`src/rtl/psw_pkg.sv`:
```
// Shared definitions for the processor status word unit.
//   Flag bit positions, ALU op codes with the helper that returns the
//   per-op flag update mask, and branch condition selector codes.
package psw_pkg;

   localparam int FLAG_Z = 0;
   localparam int FLAG_N = 1;
   localparam int FLAG_C = 2;
   localparam int FLAG_V = 3;

   localparam logic [2:0] ALU_ADD  = 3'b000;
   localparam logic [2:0] ALU_SUB  = 3'b001;
   localparam logic [2:0] ALU_RSV2 = 3'b010;
   localparam logic [2:0] ALU_AND  = 3'b011;
   localparam logic [2:0] ALU_OR   = 3'b100;
   localparam logic [2:0] ALU_XOR  = 3'b101;
   localparam logic [2:0] ALU_SHF  = 3'b110;
   localparam logic [2:0] ALU_RSV7 = 3'b111;

   localparam logic [2:0] COND_ALWAYS = 3'b000;
   localparam logic [2:0] COND_Z      = 3'b001;
   localparam logic [2:0] COND_NZ     = 3'b010;
   localparam logic [2:0] COND_N      = 3'b011;
   localparam logic [2:0] COND_NN     = 3'b100;
   localparam logic [2:0] COND_C      = 3'b101;
   localparam logic [2:0] COND_V      = 3'b110;
   localparam logic [2:0] COND_NEVER  = 3'b111;

   // Bit i set means flag i takes the ALU's candidate value.
   // Arithmetic ops own all four flags; logic/shift ops leave C and V alone.
   function automatic logic [3:0] alu_flag_mask(input logic [2:0] op);
      logic [3:0] m;
      case (op)
         ALU_ADD, ALU_SUB:                m = 4'b1111;
         ALU_AND, ALU_OR, ALU_XOR, ALU_SHF: m = 4'b0011;
         default:                         m = 4'b0000;
      endcase
      return m;
   endfunction

endpackage

```
`src/rtl/psw_shadow_stack.sv`:
```
// Bounded LIFO holding saved {IE,flags} words across nested interrupts.
//   clk, reset       : clock, synchronous active-high reset (clears count/err)
//   push, pop, din   : push has priority when both are asserted
//   err_clr          : clears sticky err; a new error in the same cycle wins
//   dout             : top-of-stack entry (zero when empty)
//   full, empty, err : status decoded from registered state only
module psw_shadow_stack #(
   parameter int WIDTH = 5,
   parameter int DEPTH = 4
) (
   input  logic             clk,
   input  logic             reset,
   input  logic             push,
   input  logic             pop,
   input  logic             err_clr,
   input  logic [WIDTH-1:0] din,
   output logic [WIDTH-1:0] dout,
   output logic             full,
   output logic             empty,
   output logic             err
);

   localparam int CNT_W = $clog2(DEPTH + 1);
   localparam int IDX_W = (DEPTH > 1) ? $clog2(DEPTH) : 1;

   logic [WIDTH-1:0] mem [DEPTH];
   logic [CNT_W-1:0] count;
   logic [IDX_W-1:0] wr_idx;
   logic [IDX_W-1:0] rd_idx;

   assign full   = (count == CNT_W'(DEPTH));
   assign empty  = (count == '0);
   assign wr_idx = count[IDX_W-1:0];
   assign rd_idx = IDX_W'(count - CNT_W'(1));
   assign dout   = empty ? '0 : mem[rd_idx];

   always_ff @(posedge clk) begin
      if (reset)
         count <= '0;
      else if (push && !full)
         count <= count + CNT_W'(1);
      else if (!push && pop && !empty)
         count <= count - CNT_W'(1);
   end

   // Entries are not reset: a cleared count already makes them unreachable.
   always_ff @(posedge clk) begin
      if (push && !full)
         mem[wr_idx] <= din;
   end

   always_ff @(posedge clk) begin
      if (reset)
         err <= 1'b0;
      else if ((push && full) || (!push && pop && empty))
         err <= 1'b1;
      else if (err_clr)
         err <= 1'b0;
   end

endmodule

```
`src/rtl/psw_ctrl.sv`:
```
// Processor status word unit: Z/N/C/V flags plus interrupt enable, with
// masked ALU updates, bus load, condition evaluation and an interrupt
// shadow stack.
//   clk, reset            : clock, synchronous active-high reset
//   bus_in, psw_latch     : load {IE,flags} from bus_in[FLAG_W:0]
//   alu_upd, alu_op, cc_* : masked flag update from the ALU
//   ie_set, ie_clr        : interrupt enable control (clear wins)
//   irq_entry, irq_return : push/pop PSW on the shadow stack
//   err_clr               : clear sticky stack_err
//   cond_sel, cond_true   : combinational branch condition on current flags
//   psw_out               : {zeros, IE, flags}
//   stack_full/empty/err  : shadow stack status
import psw_pkg::*;

module psw_ctrl #(
   parameter int DATA_W      = 16,
   parameter int FLAG_W      = 4,
   parameter int STACK_DEPTH = 4
) (
   input  logic              clk,
   input  logic              reset,
   input  logic [DATA_W-1:0] bus_in,
   input  logic              psw_latch,
   input  logic              alu_upd,
   input  logic [2:0]        alu_op,
   input  logic              cc_z,
   input  logic              cc_n,
   input  logic              cc_c,
   input  logic              cc_v,
   input  logic              ie_set,
   input  logic              ie_clr,
   input  logic              irq_entry,
   input  logic              irq_return,
   input  logic              err_clr,
   input  logic [2:0]        cond_sel,
   output logic              cond_true,
   output logic [DATA_W-1:0] psw_out,
   output logic              stack_full,
   output logic              stack_empty,
   output logic              stack_err
);

   logic [FLAG_W-1:0] flags, flags_nxt;
   logic              ie, ie_nxt;
   logic              do_return, do_latch, do_ie, do_alu;
   logic [FLAG_W:0]   stk_dout;
   logic [3:0]        cc;
   logic [3:0]        upd_mask;
   logic [3:0]        f4;

   // Only the highest-priority action of the cycle is allowed through.
   always_comb begin
      do_return = irq_return && !irq_entry;
      do_latch  = psw_latch && !irq_entry && !irq_return;
      do_ie     = (ie_set || ie_clr) && !irq_entry && !irq_return && !psw_latch;
      do_alu    = alu_upd && !irq_entry && !irq_return && !psw_latch
                  && !ie_set && !ie_clr;
   end

   assign cc       = {cc_v, cc_c, cc_n, cc_z};
   assign upd_mask = alu_flag_mask(alu_op);

   always_comb begin
      flags_nxt = flags;
      ie_nxt    = ie;
      if (irq_entry) begin
         ie_nxt = 1'b0;
      end else if (do_return) begin
         if (!stack_empty)
            {ie_nxt, flags_nxt} = stk_dout;
      end else if (do_latch) begin
         {ie_nxt, flags_nxt} = bus_in[FLAG_W:0];
      end else if (do_ie) begin
         ie_nxt = !ie_clr;
      end else if (do_alu) begin
         for (int i = 0; i < FLAG_W; i++)
            if (upd_mask[i])
               flags_nxt[i] = cc[i];
      end
   end

   always_ff @(posedge clk) begin
      if (reset) begin
         flags <= '0;
         ie    <= 1'b0;
      end else begin
         flags <= flags_nxt;
         ie    <= ie_nxt;
      end
   end

   psw_shadow_stack #(
      .WIDTH (FLAG_W + 1),
      .DEPTH (STACK_DEPTH)
   ) u_stack (
      .clk     (clk),
      .reset   (reset),
      .push    (irq_entry),
      .pop     (do_return),
      .err_clr (err_clr),
      .din     ({ie, flags}),
      .dout    (stk_dout),
      .full    (stack_full),
      .empty   (stack_empty),
      .err     (stack_err)
   );

   always_comb begin
      psw_out             = '0;
      psw_out[FLAG_W:0]   = {ie, flags};
   end

   // Missing C/V (FLAG_W=2) read as zero so their conditions are never true.
   always_comb begin
      f4             = '0;
      f4[FLAG_W-1:0] = flags;
      case (cond_sel)
         COND_ALWAYS: cond_true = 1'b1;
         COND_Z:      cond_true = f4[FLAG_Z];
         COND_NZ:     cond_true = !f4[FLAG_Z];
         COND_N:      cond_true = f4[FLAG_N];
         COND_NN:     cond_true = !f4[FLAG_N];
         COND_C:      cond_true = f4[FLAG_C];
         COND_V:      cond_true = f4[FLAG_V];
         default:     cond_true = 1'b0;
      endcase
   end

   generate
      if (DATA_W > FLAG_W + 1) begin : g_unused_bus
         logic unused_bus_hi;
         assign unused_bus_hi = ^bus_in[DATA_W-1:FLAG_W+1];
      end
   endgenerate

endmodule

```
`config.mk`:
```
export PLATFORM = sky130hd
export DESIGN_NAME = psw_ctrl
export DESIGN_NICKNAME = d
export VERILOG_FILES = /design/src/rtl/psw_pkg.sv /design/src/rtl/psw_shadow_stack.sv /design/src/rtl/psw_ctrl.sv
export SDC_FILE = /design/constraint.sdc
export NUM_CORES = 1
export LEC_CHECK = 0
export ABC_CLOCK_PERIOD_IN_PS = 3450
export BUFFER_PORTS_ARGS = -buffer_cell sky130_fd_sc_hd__buf_2
export CAP_MARGIN = 20
export CORE_ASPECT_RATIO = 1.4
export CORE_MARGIN = 4
export CORE_UTILIZATION = 53
export CTS_CLUSTER_DIAMETER = 80
export DETAILED_ROUTE_END_ITERATION = 8
export PLACE_DENSITY = 0.84
export RECOVER_POWER = 100
export SLEW_MARGIN = 20
export SYNTH_ARGS = -nofsm -noshare
export SYNTH_HDL_FRONTEND = slang
export SYNTH_SLANG_ARGS = --single-unit
```
`constraint.sdc`:
```
create_clock -name clk -period 3.45 [get_ports clk]
set_input_delay 0.345 -clock clk [delete_from_list [all_inputs] [get_ports clk]]
set_output_delay 0.345 -clock clk [all_outputs]
set_load 0.01 [all_outputs]
```
==> metrics.md, run 1 <==
| Metric | Value |
|---|---|
| Status | `finished, final reports clean` |
| Layout area overhead | `9.489%` |
| VDD IR max | `around 0.00033 V` |
| Worst slew margin | `0.6481` |
| CTS Hold Bufs | `0` |
| Dpl ws | `1.185 ns` |
| R2r worst-path depth | `5` |
| Initial antenna violation count | `0` |
| Initial Util | `0.5719` |
| Power share of the combinational group | `0.251` |
| RSZ-0062 raised after global routing | `no` |
| Hold_sp | `err_clr` |
| Drt total wl | `3067 um` |
| Crit end category | `flip-flop` |
| Setup CP Type | `flip-flop to flip-flop` |
| M1 GR Usage | `0.1874` |
| Yosys Warn Count | `0` |
| GRT Util Overall | `0.1731` |
| CTS Buf Count | `5` |
| TNS Setup | `0 ns` |
| Cts repair resizes | `0` |
| Worst-path fanout max | `8` |
| WHS Path Cells | `4` |
| Post-route DRC | `0` |
| #FFs+latches synth | `29` |
| CP peak stage delay | `approximately 0.6 ns` |
| Synth Cell Area | `1543 um2` |
| CTS tree | `built` |
| M3 GR Usage | `0.03742` |
| Crit path time final | `2.392 ns` |
| Vert. Die Dim | `71.84 um` |
| Crit share post-route | `0.6932` |
| Grt total ovfl | `0` |
| Initial drt markers | `20` |
| DR WL/cell | `roughly 15 um` |
| Share of post-route cells with drive strength above 1 | `0.2222` |
| Synth Area per Inst | `11.96 um2` |
| Finished Layout Cells | `~200` |
| Post-CTS Setup Bufs | `0` |
| Die Area | `3850 um2` |
| DPL Wire Length | `around 2400 um` |
| CP required | `3.41 ns` |
| CTS root buffer | `clkbuf_4` |
| Clock sinks | `29` |
| First-pass GRT wire length | `4616 um` |
| Maxcap violations | `0` |
| Number of global-route vias before repair | `1,031` |
| Crit path max-delay family | `simple AND/OR/NAND/NOR gates` |
| Synthesized netlist cell count | `between 100 and 150` |
| Hold Path Class | `input port to flip-flop` |
| Final setup viols | `0` |
| Nets | `between 200 and 250` |
| Sw frac | `0.2970` |
| Switching power | `0.2506 mW` |
| Hold EP | `u_stack.err` |
| Clock Path Buffers | `2` |
| Reg-to-Reg Start | `u_stack.count[0]` |
| Seq/Total Area, Yosys | `0.5061` |
| H-tree levels | `2` |
| Via/cell ratio | `5.434` |
| Power per cell area | `about 500 nW/um2` |
| Critical Path Most Common Cell | `ha_1` |
| Hold Slack | `0.3234 ns` |
| Clk pwr share | `0.219` |
| Synth cell types | `35` |
| Area of the core | `2698 um2` |
| Lkg Pwr | `0.6471 nW` |
| Via Count | `1,076` |
| Critical Path Start Type | `flip-flop` |
| TritonRoute pass-1 iters | `4` |
| Actual slew at the worst max-slew pin | `0.5266 ns` |
| Port Buffers | `32` |
| Total power | `roughly 0.84 mW` |
| Reg-to-Reg End | `u_stack.mem[3][0]` |
| Post-route setup slack | `about 1.1 ns` |
| Fin. max-slew vios | `0` |
| I/O pin count | `55` |
| Max Fclk | `418.1 MHz` |
| Met2 Track Usage GR | `0.3056` |
| Number of fill cells in the layout | `~250` |
| Ordered cell list for the critical path | `inv_1 -> ha_1 -> ha_1 -> nor2b_1 -> and2_0` |
| Fin. Hold Viols | `0` |
| Post-route ant nets | `0` |
| Clock Skews | `0.004450 ns` |
| Worst path bufs/invs | `1` |
| Sequential Power Share | `0.530` |
| Clk Latency, worst-skew pair | `~0.32 ns` |
| Placer Congestion | `0.7190` |
| Grt peak-use layer | `met2` |
| FF-to-FF setup slack | `1.06 ns` |
| Slowest-stage cell, CP | `dfxtp_1` |
| Num rows | `22` |
| Cell internal pwr | `~0.59 mW` |
| Die Wd | `53.60 um` |
| Largest net degree at the start of global routing | `11` |
| Inst Count DP | `190` |
| N_diodes | `0` |
| WP data arrival | `2.36 ns` |
| Register clock-pin slew on the reported worst setup and hold paths | `0.08 ns` |
[worst max-delay path by stage]
stage | to | slack, ns | cells past startpoint | startpoint
detailed placement | u_stack.count[2] | 1.18 | 7 | u_stack.count[0]
global route | u_stack.count[2] | 0.78 | 7 | u_stack.count[0]
floorplan | ie | 1.56 | 8 | u_stack.count[0]
global placement | u_stack.mem[3][1] | 1.29 | 5 | u_stack.count[0]
CTS | u_stack.count[2] | 1.15 | 7 | u_stack.count[0]
finish | u_stack.mem[3][0] | 1.06 | 5 | u_stack.count[0]
[synthesized netlist by cell type, drive strengths merged]
library cell   n  area, um2
dfxtp          9      180.2
nor3           2      10.01
nor2b          5      31.28
a311oi         2      17.52
or2            1      6.260
or3b           1      11.26
buf           15      106.3
mux4           5      112.6
o21bai         1      11.26
conb           1      3.750
nor2          11      41.29
a221oi         2      35.04
clkbuf         2      10.01
nand2          3      11.26
xnor2          2      17.52
o22a           1      8.760
inv            6      22.52
mux2i          2      20.02
nand3          4      20.02
a21o           2      15.01
a31oi          3      18.77
nand2b         3      18.77
a32o           2      20.02
and2           5      31.28
edfxtp        20      600.6
a21oi          5      25.02
o21ai          1      5.000
a211oi         3      22.52
a32oi          2      17.52
ha             6      75.07
a211o          1      8.760
nor3b          1      7.510
[tightest hold or removal path, cell delays in order]
cell and delay (ns):
buf_2 0.08, nor2b_1 0.03, a21oi_1 0.10, nor2_1 0.04
[area by class of cell]
| class | instances | area, um2 | area share |
|---|---|---|---|
| clock inverters | 1 | 3.754 | 0.002222 |
| repair buffers | 32 | 148.9 | 0.08815 |
| inverters | 6 | 22.52 | 0.01333 |
| multi-input cells | 87 | 643.1 | 0.3807 |
| well taps | 36 | 45.04 | 0.02667 |
| clock buffers | 7 | 45.04 | 0.02667 |
| flip-flops and latches | 29 | 780.7 | 0.4622 |
[routing by layer]
metal	up-vias	part of all wire
met1	510	0.38
met2	43	0.54
met3	7	0.064
met4	0	0.020
met5	-	0
li1	516	-
[power groups by stage]
stage	Clock (mW)	Combinational, mW	Sequential, mW
final	0.185	0.212	0.447
after CTS	0.194	0.224	0.448
after global routing	0.212	0.234	0.454
after detailed placement	0	0.221	0.456
after floorplan	0	0.180	0.442
after global placement	0	0.209	0.450
[cell usage in the layout, fill, tap and decap left out, types with 2 or more instances in the layout]
cell	netlist	routed
buf_2	1	23
edfxtp_1	20	20
nor2_1	11	11
conb_1	1	11
clkbuf_1	0	11
dfxtp_1	9	9
inv_1	6	6
ha_1	6	6
nor2b_1	5	5
and2_0	0	5
mux4_2	5	5
a21oi_1	5	5
clkbuf_4	0	5
nand3_1	4	4
a31oi_1	3	3
nand2b_1	3	3
nand2_1	3	3
a211oi_1	3	3
a221oi_1	1	2
a21o_1	2	2
xnor2_1	2	2
mux2i_1	2	2
a32o_1	2	2
a32oi_1	2	2
a311oi_1	2	2
nor3_1	2	2
[cells by family (layout without fill, tap and decap cells)]
| logic type | count (synthesis) | after routing | share of synthesized area |
|---|---|---|---|
| other | 1 | 11 | 0.002431 |
| AOI/OAI and AO/OA | 25 | 25 | 0.1330 |
| xor gates and xnor gates | 2 | 2 | 0.01136 |
| and+or+nand+nor | 36 | 36 | 0.1225 |
| adders and majority gates | 6 | 6 | 0.04866 |
| muxes | 7 | 7 | 0.08597 |
| DFF | 29 | 29 | 0.5061 |
| buffers and inverters | 23 | 46 | 0.09002 |
[registers in the layout, summed over array words and instances, names as in the netlist]
signal,count
u_stack.err,1
ie,1
f4,4
u_stack.mem,20
u_stack.count,3
[through the flow]
| step | cell area [um2] | util |
|---|---|---|
| floorplan | 1580 | - |
| global placement | 1669 | 0.6187 |
| detailed placement | 1669 | 0.6187 |
| CTS | 1718 | 0.6368 |
| global route | 1689 | 0.6262 |
| finish | 1689 | 0.6262 |
Note: power is estimated with default switching activity, not from simulation.
==> run 2, diff against run 1 <==
--- a/config.mk
+++ b/config.mk
@@ -5,15 +5,15 @@
 export SDC_FILE = /design/constraint.sdc
 export NUM_CORES = 1
 export LEC_CHECK = 0
-export ABC_CLOCK_PERIOD_IN_PS = 3450
+export ABC_CLOCK_PERIOD_IN_PS = 2500
 export BUFFER_PORTS_ARGS = -buffer_cell sky130_fd_sc_hd__buf_2
 export CAP_MARGIN = 20
 export CORE_ASPECT_RATIO = 1.4
 export CORE_MARGIN = 4
-export CORE_UTILIZATION = 53
+export CORE_UTILIZATION = 49
 export CTS_CLUSTER_DIAMETER = 80
 export DETAILED_ROUTE_END_ITERATION = 8
-export PLACE_DENSITY = 0.84
+export PLACE_DENSITY = 0.79
 export RECOVER_POWER = 100
 export SLEW_MARGIN = 20
 export SYNTH_ARGS = -nofsm -noshare
==> constraint.sdc (replaced) <==
create_clock -name clk -period 2.5 [get_ports clk]
set_input_delay 0.25 -clock clk [delete_from_list [all_inputs] [get_ports clk]]
set_output_delay 0.25 -clock clk [all_outputs]
set_load 0.01 [all_outputs]
==> run 2 against run 1 <==
Net effect: clock-buffer cell count is 2 lower; critical path depth increased by 2; sequential power rose by 36%; clock power grew to 2.5 times the previous value; largest power group unchanged.
==> metrics.md, run 2 (synthesis results as in run 1) <==
| Metric | Value |
|---|---|
| WHS Path Cells | `4` |
| H-tree levels | `2` |
| Worst slew margin | `0.6449` |
| Commonest non-fill, non-tap cell in the layout | `buf_2` |
| Actual slew at the worst max-slew pin | `0.5314 ns` |
| Clock Skews | `0.002685 ns` |
| Clk Latency, worst-skew pair | `0.28 ns` |
| Layout area overhead | `15.17%` |
| CTS Buf Count | `5` |
| Initial Util | `0.5256` |
| Max reg flops | `20` |
| DPL Wire Length | `2383 um` |
| TritonRoute pass-1 iters | `4` |
| Die Wd | `55.42 um` |
| Area of the core | `2935 um2` |
| Cell internal pwr | `about 1.0 mW` |
| Maxcap violations | `0` |
| RSZ-0062 raised after global routing | `no` |
| Status | `finished, final reports clean` |
| Number of fill cells in the layout | `~250` |
| Hold Path Class | `input port to flip-flop` |
| Fin. Hold Viols | `0` |
| First-pass GRT wire length | `5313 um` |
| Number of global-route vias before repair | `1,146` |
| Clk pwr share | `0.337` |
| Ordered cell list for the critical path | `inv_1 -> ha_1 -> ha_1 -> nor2b_1 -> and2_0 -> nor3_1 -> nor3_1` |
| Hold_sp | `err_clr` |
| Lkg Pwr | `0.6820 nW` |
| Nets | `203` |
| CTS root buffer | `clkbuf_8` |
| Share of post-route cells with drive strength above 1 | `0.2454` |
| FF-to-FF setup slack | `0.42 ns` |
| Die Area | `4123 um2` |
| Post-route DRC | `0` |
| Initial antenna violation count | `0` |
| Port Buffers | `32` |
| Crit end category | `flip-flop` |
| Register clock-pin slew on the reported worst setup and hold paths | `~0.06 ns` |
| Crit path to | `u_stack.count[2]` |
| Largest net degree at the start of global routing | `11` |
| Clock Path Buffers | `2` |
| Crit path time final | `2.079 ns` |
| Post-route ant nets | `0` |
| Grt total ovfl | `0` |
| Fin. max-slew vios | `0` |
| CTS tree | `built` |
| Setup CP Type | `flip-flop to flip-flop` |
| Switching power | `0.3822 mW` |
| Initial drt markers | `16` |
| GRT Util Overall | `0.1717` |
| VDD IR max | `roughly 0.00043 V` |
| Reg with most FFs | `u_stack.mem` |
| Max Fclk | `between 400 and 500 MHz` |
| Power share of the combinational group | `0.228` |
| TNS Setup | `0 ns` |
| Final setup viols | `0` |
| DR WL/cell | `15.66 um` |
| WP data arrival | `2.28 ns` |
| Power per cell area | `a little under 800 nW/um2` |
| Crit share post-route | `0.8315` |
| Drt total wl | `3132 um` |
| Reg-to-Reg Start | `u_stack.count[1]` |
| Vert. Die Dim | `around 74 um` |
| Sequential Power Share | `0.436` |
| Worst-path fanout max | `7` |
| Sw frac | `0.2743` |
| Reg-to-Reg End | `u_stack.count[2]` |
| I/O pin count | `55` |
| N_diodes | `0` |
| Slowest-stage cell, CP | `and2_0` |
| Via Count | `1,059` |
| Cts repair resizes | `0` |
| Via/cell ratio | `~5.3` |
| Num rows | `23` |
| Clock sinks | `29` |
| R2r worst-path depth | `7` |
| Crit path from | `u_stack.count[1]` |
| Most frequent cells in the layout | `buf_2, edfxtp_1, nor2_1, conb_1` |
| Post-CTS Setup Bufs | `0` |
| Critical Path Start Type | `flip-flop` |
| CP required | `2.70 ns` |
| Hold Slack | `0.2787 ns` |
| CTS Hold Bufs | `0` |
| Placer Congestion | `0.8644` |
| CP peak stage delay | `0.51 ns` |
[run 2: critical path: cells and delay by family, from the launching register on]
family                     cells  cell delay (ns)
and+or+nand+nor                4             1.10
buffers and inverters          1             0.08
DFF                            1             0.38
adders and majority gates      2             0.45
[run 2: layout make-up]
cell class	instances	area, um2	share of cell area
Timing Repair Buffer	33	156.4	0.08803
Multi-Input combinational cell	87	660.6	0.3718
Tap cell	37	46.29	0.02606
Sequential cell	29	780.7	0.4394
Inverter	6	22.52	0.01268
Clock inverter	3	41.29	0.02324
Clock buffer	5	68.82	0.03873
[run 2: how the worst min path moves through the flow]
stage	endpoint
finish	u_stack.err
global route	u_stack.err
CTS	u_stack.err
detailed placement	u_stack.count[1]
global placement	u_stack.count[1]
floorplan	u_stack.err
[run 2: power groups by stage]
stage	sequential, mW	combinational, mW	clock (mW)
6_report	0.607	0.317	0.469
5_1_grt	0.613	0.357	0.503
4_1_cts	0.607	0.328	0.479
3_5_place_dp	0.616	0.325	0
3_3_place_gp	0.610	0.307	0
2_1_floorplan	0.610	0.248	0
[run 2: per-stage QoR]
step | utilization | instances | setup slack [ns] | area [um2] | total power [mW]
after floorplan | - | 139 | 0.6137 | 1580 | 0.8581
after global placement | 0.5716 | 192 | 0.6790 | 1678 | 0.9173
after detailed placement | 0.5716 | 192 | 0.5107 | 1678 | 0.9416
after CTS | 0.6091 | 200 | 0.4948 | 1788 | 1.415
after global routing | 0.6053 | 200 | 0.2008 | 1777 | 1.473
final | 0.6053 | 200 | 0.4212 | 1777 | 1.394
[run 2: per-layer routing]
layer  GRT usage  vias to the layer above  wire, um
li1            -                      519         -
met1      0.1822                      486      1225
met3     0.06597                        7       235
met5           0                        -         0
met2      0.3132                       47      1628
met4     0.05946                        0        42
==> run 3, diff against run 2 <==
--- a/config.mk
+++ b/config.mk
@@ -5,7 +5,7 @@
 export SDC_FILE = /design/constraint.sdc
 export NUM_CORES = 1
 export LEC_CHECK = 0
-export ABC_CLOCK_PERIOD_IN_PS = 2500
+export ABC_CLOCK_PERIOD_IN_PS = 2100
 export BUFFER_PORTS_ARGS = -buffer_cell sky130_fd_sc_hd__buf_2
 export CAP_MARGIN = 20
 export CORE_ASPECT_RATIO = 1.4
==> constraint.sdc (replaced) <==
create_clock -name clk -period 2.1 [get_ports clk]
set_input_delay 0.21 -clock clk [delete_from_list [all_inputs] [get_ports clk]]
set_output_delay 0.21 -clock clk [all_outputs]
set_load 0.01 [all_outputs]
==> run 3 against run 2 <==
Net effect: global-route usage decreased by 0.062 points; clock power fell by 9.0%; die area unchanged; sequential power is 19% higher; critical path type unchanged; largest power group unchanged.
==> metrics.md, run 3 (synthesis results as in run 1) <==
| Metric | Value |
|---|---|
| Status | `finished, final reports clean` |
| DR WL/cell | `15.80 um` |
| CP peak stage delay | `0.39 ns` |
| Inst Count DP | `about 190` |
| RSZ-0062 raised after global routing | `no` |
| Die Area | `4123 um2` |
| N_diodes | `0` |
| Number of global-route vias before repair | `1,130` |
| Initial drt markers | `40` |
| Crit end category | `flip-flop` |
| Actual slew at the worst max-slew pin | `0.5677 ns` |
| Nets | `203` |
| Largest net degree at the start of global routing | `11` |
| Port Buffers | `32` |
| Initial antenna violation count | `0` |
| Post-CTS Setup Bufs | `0` |
| Grt total ovfl | `0` |
| I/O pin count | `55` |
| Worst path bufs/invs | `1` |
| Critical Path Start Type | `flip-flop` |
| Crit share post-route | `0.9058` |
| Sequential Power Share | `0.476` |
| Vert. Die Dim | `74.39 um` |
| Fin. Hold Viols | `0` |
| Via/cell ratio | `5.430` |
| CTS root buffer | `clkbuf_8` |
| Power share of the combinational group | `0.244` |
| DPL Wire Length | `2482 um` |
| GRT Util Overall | `0.1711` |
| TritonRoute pass-1 iters | `4` |
| Slowest-stage cell, CP | `and2_0` |
| Drt total wl | `3160 um` |
| Post-layout util | `0.5921` |
| Via Count | `between 1k and 1.5k` |
| Clock sinks | `29` |
| Hold Path Class | `input port to flip-flop` |
| Maxcap violations | `0` |
| Final setup viols | `0` |
| Number of fill cells in the layout | `253` |
| Switching power | `roughly 0.44 mW` |
| Layout area overhead | `12.65%` |
| Most frequent cells in the layout | `buf_2, edfxtp_1, nor2_1, conb_1, clkbuf_1` |
| Commonest non-fill, non-tap cell in the layout | `buf_2` |
| TNS Setup | `0 ns` |
| CTS Hold Bufs | `0` |
| Cts repair resizes | `0` |
| Crit path max-delay family | `simple AND/OR/NAND/NOR gates` |
| Worst-path fanout max | `6` |
| Max reg flops | `20` |
| Critical Path Most Common Cell | `ha_1` |
| FF-to-FF setup slack | `0.20 ns` |
| Max Fclk | `between 500 and 600 MHz` |
| Post-route ant nets | `0` |
| Power per cell area | `876.8 nW/um2` |
| Post-route DRC | `0` |
| CP required | `2.04 ns` |
| Crit path time final | `1.902 ns` |
| WP data arrival | `around 1.9 ns` |
| First-pass GRT wire length | `5271 um` |
| Num rows | `23` |
| Clock Path Buffers | `2` |
| Initial Util | `0.5256` |
| Lkg Pwr | `0.6717 nW` |
| Finished Layout Cells | `200` |
| Ordered cell list for the critical path | `inv_1 -> ha_1 -> ha_1 -> nor2b_1 -> and2_0` |
| Area of the core | `2935 um2` |
| Clk pwr share | `0.280` |
| Register clock-pin slew on the reported worst setup and hold paths | `0.06 ns` |
| Die Wd | `55.42 um` |
| Clock Skews | `0.007092 ns` |
| CTS Buf Count | `5` |
| Cell internal pwr | `1.086 mW` |
| CTS tree | `built` |
| Worst slew margin | `0.6207` |
| Share of post-route cells with drive strength above 1 | `0.2454` |
| Reg with most FFs | `u_stack.mem` |
| VDD IR max | `approximately 0.00055 V` |
| Setup CP Type | `flip-flop to flip-flop` |
| Fin. max-slew vios | `0` |
| Clk Latency, worst-skew pair | `between 0.2 and 0.3 ns` |
| H-tree levels | `2` |
| Sw frac | `0.2874` |
| Placer Congestion | `0.8650` |
-- run 3: power by group through the flow --
stage,sequential [mW],clock (mW),combinational (mW)
after detailed placement,0.737,0,0.384
after global placement,0.727,0,0.365
final,0.725,0.427,0.372
after CTS,0.725,0.439,0.386
after global routing,0.732,0.472,0.415
after floorplan,0.727,0,0.295
-- run 3: worst reg2reg max path, stage by stage, from the launching register on --
cell and delay (ns):
dfxtp_1 0.38, inv_1 0.08, ha_1 0.22, ha_1 0.23, nor2b_1 0.27, and2_0 0.39
-- run 3: path summary, 6_finish.rpt --
path / startpoint / to / depth (start not counted)
max reg2reg: u_stack.count[1] / u_stack.mem[2][3] / 5
min: irq_entry / ie / 2
max: u_stack.count[1] / u_stack.mem[2][3] / 5
min reg2reg: u_stack.count[1] / u_stack.count[1] / 2
-- run 3: final cells by class --
cell class / count / area [um2] / area share
clock buffers: 7 / 76.32 / 0.04392
well taps: 37 / 46.29 / 0.02664
repair buffers: 33 / 156.4 / 0.08999
inverters: 6 / 22.52 / 0.01296
clock inverters: 1 / 5.005 / 0.002880
flip-flops and latches: 29 / 780.7 / 0.4492
multi-input cells: 87 / 650.6 / 0.3744
-- run 3: metal layers --
| layer | wire (um) | track usage | vias to the layer above | part of all wire |
|---|---|---|---|---|
| li1 | - | - | 517 | - |
| met1 | 1153 | 0.1826 | 506 | 0.36 |
| met2 | 1663 | 0.2961 | 52 | 0.53 |
| met3 | 242 | 0.06076 | 11 | 0.077 |
| met4 | 100 | 0.09730 | 0 | 0.032 |
| met5 | 0 | 0 | - | 0 |
-- run 3: through the flow --
| step | worst slack (ns) | power (mW) | hold slack (ns) | area [um2] |
|---|---|---|---|---|
| after floorplan | 0.2137 | 1.022 | 0.4227 | 1580 |
| after global placement | 0.2821 | 1.092 | 0.4959 | 1678 |
| after detailed placement | 0.1362 | 1.121 | 0.5162 | 1678 |
| after CTS | 0.1268 | 1.550 | 0.2176 | 1759 |
| after global routing | 0.04195 | 1.618 | 0.2257 | 1738 |
| final | 0.1978 | 1.524 | 0.2233 | 1738 |
